File: src/rtl/mux4_rr_arbiter.sv
// mux4_rr_arbiter
//   Round-robin arbiter over four requesters driving a registered 4:1 data
//   mux. A grant is held while its requester keeps req asserted, for at most
//   MAX_HOLD consecutive cycles. On release the next requester is granted
//   directly, with no idle cycle in between.
//
// Ports
//   clk          clock, rising edge
//   rst          synchronous active-high reset
//   req[3:0]     per-source requests
//   I0..I3       per-source data, W bits each
//   gnt[3:0]     one-hot grant, or zero when idle
//   S1,S0        mux select, equal to the granted index
//   y            registered data of the granted source (one cycle behind gnt)
//   valid        high when y holds granted data
module mux4_rr_arbiter #(
  parameter int W        = 8,
  parameter int MAX_HOLD = 4   // legal 1..15
) (
  input  logic         clk,
  input  logic         rst,
  input  logic [3:0]   req,
  input  logic [W-1:0] I0,
  input  logic [W-1:0] I1,
  input  logic [W-1:0] I2,
  input  logic [W-1:0] I3,
  output logic [3:0]   gnt,
  output logic         S1,
  output logic         S0,
  output logic [W-1:0] y,
  output logic         valid
);

  typedef enum logic {IDLE, GRANT} state_t;

  localparam logic [3:0] HOLD_MAX = 4'(MAX_HOLD);

  state_t       state_q;
  logic [1:0]   sel_q;
  logic [1:0]   ptr_q;
  logic [3:0]   hold_q;
  logic [3:0]   gnt_q;
  logic [W-1:0] y_q;
  logic         valid_q;

  logic [1:0]   base;
  logic [1:0]   pick_idx;
  logic         pick_found;
  logic         release_c;
  logic [W-1:0] data_sel;

  // On release the pointer moves to sel+1 in the same edge, so the next
  // winner is scanned from sel+1 directly rather than from the stale ptr_q.
  // Scanning from sel+1 reaches sel last, which re-grants a lone
  // hold-limited requester.
  always_comb begin
    base = (state_q == GRANT) ? sel_q + 2'd1 : ptr_q;
    pick_found = 1'b0;
    pick_idx   = 2'd0;
    // Walk from the farthest offset back to the nearest so the closest
    // asserted request to base wins.
    for (int k = 3; k >= 0; k--) begin
      if (req[base + 2'(k)]) begin
        pick_found = 1'b1;
        pick_idx   = base + 2'(k);
      end
    end
  end

  assign release_c = (state_q == GRANT) && (!req[sel_q] || hold_q == HOLD_MAX);

  always_comb begin
    case (sel_q)
      2'd0:    data_sel = I0;
      2'd1:    data_sel = I1;
      2'd2:    data_sel = I2;
      default: data_sel = I3;
    endcase
  end

  always_ff @(posedge clk) begin
    if (rst) begin
      state_q <= IDLE;
      sel_q   <= 2'd0;
      ptr_q   <= 2'd0;
      hold_q  <= 4'd0;
      gnt_q   <= 4'd0;
      y_q     <= '0;
      valid_q <= 1'b0;
    end else begin
      case (state_q)
        IDLE: begin
          valid_q <= 1'b0;
          if (pick_found) begin
            state_q <= GRANT;
            sel_q   <= pick_idx;
            gnt_q   <= 4'b0001 << pick_idx;
            hold_q  <= 4'd1;
          end
        end
        GRANT: begin
          y_q     <= data_sel;
          valid_q <= 1'b1;
          if (release_c) begin
            ptr_q <= sel_q + 2'd1;
            if (pick_found) begin
              sel_q  <= pick_idx;
              gnt_q  <= 4'b0001 << pick_idx;
              hold_q <= 4'd1;
            end else begin
              state_q <= IDLE;
              gnt_q   <= 4'd0;
              hold_q  <= 4'd0;
            end
          end else begin
            hold_q <= hold_q + 4'd1;
          end
        end
        default: state_q <= IDLE;
      endcase
    end
  end

  assign gnt   = gnt_q;
  assign S1    = sel_q[1];
  assign S0    = sel_q[0];
  assign y     = y_q;
  assign valid = valid_q;

endmodule

File: config.mk
export PLATFORM = sky130hd
export DESIGN_NAME = mux4_rr_arbiter
export DESIGN_NICKNAME = d
export VERILOG_FILES = /design/src/rtl/mux4_rr_arbiter.sv
export SDC_FILE = /design/constraint.sdc
export NUM_CORES = 1
export LEC_CHECK = 0
export CORE_ASPECT_RATIO = 0.6
export CORE_MARGIN = 3
export CORE_UTILIZATION = 30
export CTS_CLUSTER_DIAMETER = 150
export DETAILED_ROUTE_END_ITERATION = 6
export DONT_BUFFER_PORTS = 1
export SLEW_MARGIN = 30
export SYNTH_ARGS = -nofsm -noshare
export SYNTH_HDL_FRONTEND = slang
export SYNTH_SLANG_ARGS = --single-unit
export TNS_END_PERCENT = 10
File: constraint.sdc
create_clock -name clk -period 4.3 [get_ports clk]
set_input_delay 1.29 -clock clk [delete_from_list [all_inputs] [get_ports clk]]
set_output_delay 1.29 -clock clk [all_outputs]
set_load 0.05 [all_outputs]
# == Yosys cells after proc, flatten, opt, wreduce, memory -nomap -nowiden ==
# Cells that the tools add are included.
# totals
elab_cells,65
regBits,22
# classes
add_sub_neg,5
n_eq_ne,5
reduce_logical,6
n_lt_le_gt_ge,5
bitwise_logic,1
shift,1
mux,35
# op_table
operator,count
8-bit case mux with 3 select lines,1
4-bit 2-to-1 mux,5
4-bit case mux with 2 select lines,2
2-bit by 3-bit < comparator with 1-bit output (second input constant),5
2-bit 2-to-1 mux,7
1-bit 2-to-1 mux,12
1-bit binary-select mux with 2-bit select,5
2-bit by 1-bit adder with 2-bit output (second input constant),2
2-bit adder (second input constant),2
4-bit by 1-bit adder with 4-bit output (second input constant),1
4-bit by 3-bit equality test with 1-bit output (second input constant),1
1-bit case mux with 2 select lines,2
2-bit case mux with 2 select lines,1
2-bit AND reduction,2
1-bit by 2-bit << shifter with 4-bit output (first input constant),1
2-bit by 1-bit equality test with 1-bit output (second input constant),1
2-bit equality test (second input constant),1
2-bit zero test,1
2-bit by 1-bit inequality test with 1-bit output (second input constant),1
2-bit inequality test (second input constant),1
1-bit logical AND,1
1-bit zero test,1
1-bit logical OR,1
1-bit inverter,1

# == Depth between registers and ports, before layout ==
# Gate-level depths: netlist of run 1.
# logic_depth
word_depth,13
mapped_depth,8
ltp_nobuf,7

# == Worst setup path before layout of run 1 ==
# No wires, ideal clock.
# synth_path
path_kind,input to register
from,input port req[3]
to,register sel_q[1]
setup_slack_ps,1612
setup_time_ps,117
required_time_ps,4183
cell_stages,7
arrival_ps,2571
n_path_buf,2
path_cell_list,buf_6 > mux4_2 > and3_1 > buf_6 > nor2_1 > inv_1 > a22o_2
# synth_between
elab_chain_len,9
word_cells_on_any_way,25
cone_classes,eq/ne (1); mux (21); reduce/logical (3)
# synth_rtl
element,line_no,rtl
start: declaration,22,"input logic [3:0] req,"
1-bit binary-select mux with 2-bit select,63,if (req[base + 2'(k)]) begin
1-bit 2-to-1 mux (implied by the code),63,
2-bit 2-to-1 mux or 1-bit 2-to-1 mux (tied branches) (4 in a row),63,
2-bit 2-to-1 mux,"94, 106",
2-bit 2-to-1 mux,104,if (release_c) begin
2-bit case mux with 2 select lines,91,case (state_q)
end signal: assignment,96,sel_q <= pick_idx;
end signal: assignment,107,sel_q <= pick_idx;
end: declaration,39,logic [1:0] sel_q;
# Several ways; a longest one is shown, not always the timed one. The select of a mux whose other input is x is not followed.
# A chain may end at the register's enable or synchronous reset.

# == Worst setup path after layout of run 1 ==
# layout_path
from,register sel_q[0]
to,register gnt_q[2] (netlist: gnt[2])
# layout_between
elab_chain_len,13
word_cells_on_any_way,34
cone_classes,add/sub (4); eq/ne (2); shift (1); mux (23); reduce/logical (4)
# layout_rtl
element,line_no,rtl
2-bit by 1-bit adder with 2-bit output,57,base = (state_q == GRANT) ? sel_q + 2'd1 : ptr_q;
2-bit 2-to-1 mux,57,
2-bit adder,"63, 65",
1-bit binary-select mux with 2-bit select,63,
1-bit 2-to-1 mux (implied by the code),63,
2-bit 2-to-1 mux (4 in a row),63,
1-bit by 2-bit << shifter with 4-bit output,"97, 108",
4-bit 2-to-1 mux,106,if (pick_found) begin
4-bit 2-to-1 mux,104,
4-bit case mux with 2 select lines,91,
end signal: assignment,97,gnt_q <= 4'b0001 << pick_idx;
end signal: assignment,108,gnt_q <= 4'b0001 << pick_idx;
end: declaration,42,logic [3:0] gnt_q;
# Several ways; a longest one is shown, not always the timed one. The select of a mux whose other input is x is not followed.

==> qor.yml, run 1 <==
run_status:
  status: "completed"
synth:
  ys_types: 32
  syn_inst: 141
  syn_area_um2: 1240
  avgSynthCellArea_um2: 8.80
  synth_top_flop_cell: "dfxtp_1"
  ys_seq_area_frac: 0.355
  ys.warnings.count: 0
  syn_nets: 185
  async_flop_share: 0
  synth_edf_count: 0
  synth_seq_cells: 22
global_route:
  grt_pass1_vias: 970
  overflow: 0
  antenna_found_initial: 0
  grt_max_degree: 21
  grt_usage: 0.129
  grt_first_pass_wirelength_um: 5010
floorplan:
  dieWidth_um: 89.0
  coreArea_um2: 3830
  die_area_um2: 4970
  start_util: 0.324
  io_pins: 53
  die_h_um: 55.8
  num_rows: 17
sta:
  finalSetupTns_ns: 0
  drv_slew: 0
  rsz0062_at_grt: "false"
  fmax_ghz: 0.379
  hold_viol: 0
  maxSlewHeadroom: 0.495
  skew_ns: 0.00350
  fin_crit_ns: 2.64
  fin_crit_sh: 0.614
  worst_slew_pin_slew_ns: 0.756
  finalWorstSetupSlack_ns: 1.66
  setup_violations: 0
power:
  clock_power_share: 0.329
  switching_share: 0.333
  power_frac_seq: 0.495
  vdd_drop_max_mv: 0.159
  power_per_cell_area_nw_per_um2: 451
  leakage_nw: 0.503
  p_switching_uw: 197
  p_total_uw: 591
  internal_power_uw: 395
  comb_power_share: 0.176
worst_hold_path:
  hp-class: "flip-flop to flip-flop"
routing:
  post_drt_wl_per_cell_um: 16.9
  initialDrtViolationCount: 189
  drtPass1Iterations: 4
  ant_nets: 0
  viasPerCell: 5.89
  vias: 1072
  drc: 0
  routed_wirelength_um: 3080
setup_path:
  cp_cell_sequence: "inv_1, ha_1, mux2i_1, and3_1, o21ai_0, o211a_1, a32o_1"
  path_buf_inv: 1
  crit_family: "flip-flops"
  cp_max_fo: 7
  crit_required_ns: 4.46
  arrival_ns: 2.80
  start_kind: "flip-flop"
  critPathKind: "flip-flop to flip-flop"
  cp-end-kind: "flip-flop"
  r2r_setup_slack_ns: 1.66
  slowest_delay_ns: 0.80
  crit_slowest_cell: "dfxtp_1"
clock_tree:
  cts.sinks: 22
  cts_resized: 0
  cts_buffers: 3
  clkTransAtPathRegs_ns: 0.08
  root_buffer: "clkbuf_8"
  clock_path_buffers: 2
  ctsHoldBuffers: 0
  cts_tree: "done"
  clkLatencyLatePin_ns: 0.27
  post_cts_buffers: 0
  cts_max_level: 1
placement:
  hpwl_um: 2440
  portBuffers: 0
  gp_congestion: 0.803
  dpl_worst_slack_ns: 1.60
finish:
  layout_commonest_cell: "dfxtp_1"
  insertedDiodeCount: 0
  fillerInstances: 402
  final_cell_mix: "dfxtp_1, nor2_1, o21ai_0, nand2_1, mux2i_1"
  drive_above_1_share: 0.0667
  final_util: 0.342
  fin_nets: 180
  syn_to_final_growth_pct: 5.65
job:
  maxCapViolCount: 0
-- synth_stat cells (all sizes together) (2+ instances only) --
library cell  instances  area share
clkbuf                6       0.018
a32o                  4       0.032
dfxtp                22        0.35
a21oi                 5       0.020
nor2                 17       0.051
a222oi                8       0.065
nand2b                3       0.015
nor2b                 2       0.010
mux2i                10       0.081
and3                  3       0.015
inv                   5       0.015
buf                   4       0.030
nand2                12       0.036
nand3b                2       0.012
ha                    6       0.060
o21ai                14       0.056
nand3                 4       0.016
-- flip-flops by register name, summed over array words and instances (netlist names) --
name	cells
sel_q	2
state_q	1
y	8
valid	1
gnt	4
ptr_q	2
hold_q	4
-- power groups by stage --
stage | clock, mW | sequential [mW] | combinational [mW]
3_5_place_dp | 0 | 0.299 | 0.103
5_1_grt | 0.208 | 0.296 | 0.118
6_report | 0.194 | 0.293 | 0.104
3_3_place_gp | 0 | 0.298 | 0.0988
4_1_cts | 0.199 | 0.294 | 0.103
2_1_floorplan | 0 | 0.289 | 0.0944
-- cell type report --
cell class / count / area, um^2 / share of cell area
Tap cell: 47 / 58.8 / 0.0448
Inverter: 5 / 18.8 / 0.0143
Clock buffer: 3 / 41.3 / 0.0315
Sequential cell: 22 / 440 / 0.336
Clock inverter: 1 / 30.0 / 0.0229
Multi-Input combinational cell: 104 / 722 / 0.551
-- per-layer routing --
| metal | vias up | GRT usage | routed length [um] |
|---|---|---|---|
| li1 | 508 | - | - |
| met1 | 525 | 0.175 | 1400 |
| met2 | 32 | 0.186 | 1480 |
| met3 | 7 | 0.0444 | 149 |
| met4 | 0 | 0.0510 | 60 |
| met5 | - | 0 | 0 |
-- cells by family (layout without fill, tap and decap cells) --
| group | after synthesis | after routing | share of synthesized area |
|---|---|---|---|
| muxes | 11 | 11 | 0.0988 |
| DFF | 22 | 22 | 0.355 |
| buffers and inverters | 15 | 9 | 0.0635 |
| and+or+nand+nor | 48 | 48 | 0.197 |
| AOI/OAI and AO/OA | 39 | 39 | 0.226 |
| adders and majority gates | 6 | 6 | 0.0605 |
-- final timing paths --
path | from | endpoint | cells past startpoint
hold reg to reg | ptr_q[0] | ptr_q[0] | 2
setup reg to reg | sel_q[0] | gnt[2] | 7
setup / recovery | sel_q[0] | gnt[2] | 7
hold / removal | ptr_q[0] | ptr_q[0] | 2
-- worst register-to-register path, delay by kind of cell, from the launching register on --
kind	cells	cell delay [ns]
adder cells (fa/ha/maj)	1	0.34
flip-flops	1	0.80
multiplexers	1	0.38
AO/OA/AOI/OAI	3	0.58
AND/OR/NAND/NOR	1	0.25
buffers and inverters	1	0.19
-- metrics by stage --
stage               cell area, um^2  hold slack [ns]  std cells
finish                         1310            0.474        182
global route                   1310            0.511        182
CTS                            1310            0.476        182
detailed placement             1240            0.462        178
global placement               1240            0.458        178
floorplan                      1240            0.450        141
Note: power is estimated with default switching activity, not from simulation.
==> inputs of run 2 (changes only) <==
Clock period 4.3 ns to 2.43 ns, I/O delays scaled along.
==> run 2 against run 1 <==
Count of clock-buffer cells in the layout up 1. Final cell count up 2.2%. Utilization up 0.36 points. Via count up 0.47%. Highest routed layer unchanged. Clock power up 35%.
==> qor.yml, run 2 (same netlist as run 1, synthesis figures left out) <==
run_status:
  status: "completed"
global_route:
  grt_pass1_vias: 947
  grt_max_degree: 21
  grt_first_pass_wirelength_um: 4830
  grt_usage: 0.123
  overflow: 0
  antenna_found_initial: 0
  use_met1: 0.179
  met3_usage: 0.0444
  busiest_layer: "met1"
  gr-usage-met2: 0.173
floorplan:
  num_rows: 17
  dieWidth_um: 89.0
  die_area_um2: 4970
  die_h_um: 55.8
  coreArea_um2: 3830
  io_pins: 53
  start_util: 0.324
power:
  clock_power_share: 0.269
  switching_share: 0.353
  p_switching_uw: 343
  internal_power_uw: 629
  vdd_drop_max_mv: 0.193
  comb_power_share: 0.221
  power_frac_seq: 0.510
  leakage_nw: 0.517
  power_per_cell_area_nw_per_um2: 734
sta:
  skew_ns: 0.00407
  finalSetupTns_ns: 0
  fmax_ghz: 0.478
  maxSlewHeadroom: 0.644
  rsz0062_at_grt: "false"
  setup_violations: 0
  fin_crit_ns: 2.09
  hold_viol: 0
  fin_crit_sh: 0.861
  worst_slew_pin_slew_ns: 0.534
  drv_slew: 0
  hold_slack_ns: 0.479
placement:
  hpwl_um: 2370
  gp_congestion: 0.791
  portBuffers: 0
  placed_cells: 182
setup_path:
  r2r_setup_slack_ns: 0.34
  start_kind: "flip-flop"
  critPathKind: "flip-flop to flip-flop"
  cp_cell_sequence: "inv_1, ha_1, mux2i_1, and3_1, o21ai_0, and3_1, a32o_1"
  arrival_ns: 2.25
  cp-end-kind: "flip-flop"
  path_buf_inv: 1
  cp_max_fo: 6
  reg2reg_to: "gnt[3]"
  slowest_delay_ns: 0.42
  reg2reg_depth: 7
  r2r_start: "sel_q[0]"
  crit_family: "simple AND/OR/NAND/NOR gates"
  crit_required_ns: 2.59
  cpMostUsedCell: "and3_1"
  crit_slowest_cell: "dfxtp_1"
clock_tree:
  cts_tree: "done"
  cts_buffers: 3
  cts_resized: 0
  ctsHoldBuffers: 0
  cts_max_level: 1
  cts.sinks: 22
  clkLatencyLatePin_ns: 0.26
  clkTransAtPathRegs_ns: 0.08
  clock_path_buffers: 2
  post_cts_buffers: 0
  root_buffer: "clkbuf_8"
finish:
  drive_above_1_share: 0.0935
  fillerInstances: 395
  fin_nets: 184
  stdcell_count: 186
  final_cell_mix: "dfxtp_1, nor2_1, o21ai_0, nand2_1, mux2i_1"
  layout_commonest_cell: "dfxtp_1"
  largest_reg_flops: 8
  syn_to_final_growth_pct: 6.75
  insertedDiodeCount: 0
routing:
  drc: 0
  post_drt_wl_per_cell_um: 16.2
  vias: 1077
  viasPerCell: 5.79
  routed_wirelength_um: 3020
  drtPass1Iterations: 7
  initialDrtViolationCount: 120
  ant_nets: 0
worst_hold_path:
  whs_endpoint: "ptr_q[0]"
  min_from: "ptr_q[0]"
  min_path_cells: 2
  hp-class: "flip-flop to flip-flop"
job:
  maxCapViolCount: 0
-- run 2: how the worst max path moves through the flow --
stage / to / depth (start not counted) / start
2_1_floorplan: gnt[1] / 7 / sel_q[0]
3_3_place_gp: sel_q[1] / 5 / req[3]
3_5_place_dp: gnt[3] / 7 / sel_q[0]
4_1_cts: gnt[3] / 7 / sel_q[0]
5_1_grt: gnt[3] / 7 / sel_q[0]
6_report: gnt[3] / 7 / sel_q[0]
-- run 2: power by group through the flow --
stage / combinational, mW / sequential [mW] / clock [mW]
3_3_place_gp: 0.207 / 0.505 / 0
5_1_grt: 0.238 / 0.500 / 0.289
2_1_floorplan: 0.167 / 0.511 / 0
4_1_cts: 0.213 / 0.496 / 0.271
3_5_place_dp: 0.213 / 0.504 / 0
6_report: 0.215 / 0.495 / 0.262
-- run 2: cell type report --
cell class | instances | area [um^2] | share of cell area
Clock buffer | 4 | 55.1 | 0.0415
Inverter | 5 | 18.8 | 0.0142
Multi-Input combinational cell | 104 | 722 | 0.545
Tap cell | 47 | 58.8 | 0.0444
Sequential cell | 22 | 440 | 0.332
Timing Repair Buffer | 4 | 30.0 | 0.0227
-- run 2: metrics by stage --
stage | worst slack, ns | util | cell area, um^2 | total power [mW]
finish | 0.338 | 0.346 | 1330 | 0.972
global route | 0.202 | 0.346 | 1330 | 1.03
CTS | 0.336 | 0.346 | 1330 | 0.981
detailed placement | 0.341 | 0.332 | 1270 | 0.718
global placement | 0.386 | 0.332 | 1270 | 0.711
floorplan | 0.175 | - | 1240 | 0.678
-- run 2: metal layers --
metal	wire length, um	vias up	share of wire
met5	0	-	0
met4	23	0	0.0076
met3	150	2	0.050
met2	1370	41	0.46
met1	1470	518	0.49
li1	-	516	-
-- run 2: worst reg2reg max path, delay by kind of cell (launching register included) --
family                     cells  cell delay (ns)
buffers and inverters          1             0.10
and+or+nand+nor                2             0.44
adders and majority gates      1             0.30
DFF                            1             0.42
muxes                          1             0.36
AOI/OAI and AO/OA              2             0.37
==> inputs of run 3 (changes only) <==
Settings changed: ABC_AREA set to 1, CELL_PAD_IN_SITES_DETAIL_PLACEMENT set to 1, CELL_PAD_IN_SITES_GLOBAL_PLACEMENT set to 2, PLACE_DENSITY_LB_ADDON set to 0.1.
==> run 3 against run 2 <==
Via count grew 40%. Synthesized cell count rose by 66%. Fmax is essentially flat.
==> qor.yml, run 3 <==
run_status:
  status: "completed"
sta:
  skew_ns: 0.00381
  worst_slew_pin_slew_ns: 0.657
  hold_viol: 0
  maxSlewHeadroom: 0.562
  drv_slew: 0
  fin_crit_ns: 2.09
  fmax_ghz: 0.478
  finalSetupTns_ns: 0
  rsz0062_at_grt: "false"
  setup_violations: 0
  fin_crit_sh: 0.861
global_route:
  antenna_found_initial: 0
  overflow: 0
  grt_max_degree: 17
  grt_first_pass_wirelength_um: 7690
  grt_pass1_vias: 1525
  grt_usage: 0.175
synth:
  avgSynthCellArea_um2: 6.26
  syn_inst: 234
  ys_types: 21
  synth_top_flop_cell: "dfxtp_1"
  synth_seq_cells: 22
  syn_nets: 278
  async_flop_share: 0
  ys.warnings.count: 0
  yosysMostFrequentCell: "nand2_1"
  synth_edf_count: 0
  ys_seq_area_frac: 0.301
  yosys-top-cells-area: "dfxtp_1, nand2_1, a21oi_1, ha_1, nand2_2"
  yosysTopAreaCell: "dfxtp_1"
  synth_top_area_frac: 0.301
  yosys-top-cells-count: "nand2_1, a21oi_1, dfxtp_1, inv_1, o21ai_0"
  syn_area_um2: 1460
clock_tree:
  cts_max_level: 1
  cts_resized: 0
  root_buffer: "clkbuf_8"
  cts_tree: "done"
  clkLatencyLatePin_ns: 0.26
  cts_buffers: 3
  post_cts_buffers: 0
  clock_path_buffers: 2
  ctsHoldBuffers: 0
  clkTransAtPathRegs_ns: 0.08
  cts.sinks: 22
setup_path:
  start_kind: "flip-flop"
  cp-end-kind: "flip-flop"
  arrival_ns: 2.28
  critPathKind: "flip-flop to flip-flop"
  cp_max_fo: 15
  crit_required_ns: 2.62
power:
  p_total_mw: 2.11
  power_per_cell_area_nw_per_um2: 1350
  vdd_drop_max_mv: 0.526
  leakage_nw: 0.713
placement:
  hpwl_um: 3860
  dpl_cell_area_um2: 1530
  portBuffers: 0
  gp_congestion: 0.880
finish:
  largest_reg_flops: 8
  insertedDiodeCount: 0
  design_area_um2: 1570
  syn_to_final_growth_pct: 7.09
  drive_above_1_share: 0.143
  seq_area_um2: 440
  layout_commonest_cell: "nand2_1"
  final_cell_mix: "nand2_1, a21oi_1, dfxtp_1, inv_1, o21ai_0"
  multiInputGateArea_um2: 921
  fillerInstances: 600
  fin_nets: 277
floorplan:
  die_area_um2: 5780
  dieWidth_um: 96.2
  io_pins: 53
  coreArea_um2: 4390
  die_h_um: 60.1
  num_rows: 18
  start_util: 0.333
routing:
  drc: 0
  vias: 1511
  routed_wirelength_um: 4790
  ant_nets: 0
  initialDrtViolationCount: 106
  post_drt_wl_per_cell_um: 16.5
  viasPerCell: 5.19
  drtPass1Iterations: 4
worst_hold_path:
  hp-class: "flip-flop to flip-flop"
job:
  maxCapViolCount: 0
[run 3: per-stage QoR]
stage	cells	worst slack, ns	hold slack, ns	util
finish	291	0.339	0.484	0.357
global route	291	0.0953	0.514	0.357
CTS	291	0.356	0.483	0.357
detailed placement	288	0.328	0.467	0.348
global placement	288	0.331	0.472	0.348
floorplan	234	0.145	0.454	-
[run 3: layout make-up]
class / count / share of cell area
clock buffers: 3 / 0.0263
repair buffers: 3 / 0.0144
well taps: 60 / 0.0479
multi-input cells: 185 / 0.587
flip-flops and latches: 22 / 0.281
inverters: 18 / 0.0431
[run 3: logic make-up after synthesis]
kind of cell / share of synthesized area
AOI/OAI and AO/OA: 0.215
DFF: 0.301
adders and majority gates: 0.0513
xor gates and xnor gates: 0.00598
buffers and inverters: 0.0701
and+or+nand+nor: 0.356
[run 3: routing by layer]
metal | GRT usage | vias to the layer above | wire length (um)
met5 | 0 | - | 0
met4 | 0.0364 | 0 | 31
met3 | 0.0352 | 4 | 408
met2 | 0.260 | 49 | 1920
met1 | 0.259 | 702 | 2420
li1 | - | 756 | -
[run 3: critical path, cell delays in order (launching register included)]
cell	delay [ns]
dfxtp_1	0.38
inv_2	0.28
nand2_2	0.08
nand2_2	0.18
nand2_1	0.12
nand3_1	0.15
nand2_1	0.10
inv_2	0.07
nand2_1	0.08
nor2_4	0.14
nand2_2	0.09
nand2_2	0.11
nand2_1	0.06
a21oi_1	0.15
[run 3: power breakdown]
group	internal, mW	total (mW)	switching (mW)	leakage [nW]
Clock	0.110	0.221	0.111	0.0216
Combinational	0.380	1.18	0.797	0.509
Sequential	0.454	0.715	0.261	0.182
Total	0.945	2.11	1.17	0.713
[run 3: worst paths after layout]
| check | slack, ns | to | cells past startpoint | start |
|---|---|---|---|---|
| worst min-delay path | 0.48 | ptr_q[1] | 2 | ptr_q[1] |
| worst min register to register | 0.48 | ptr_q[1] | 2 | ptr_q[1] |
| worst max register to register | 0.34 | gnt[2] | 13 | state_q |
| worst max-delay path | 0.34 | gnt[2] | 13 | state_q |
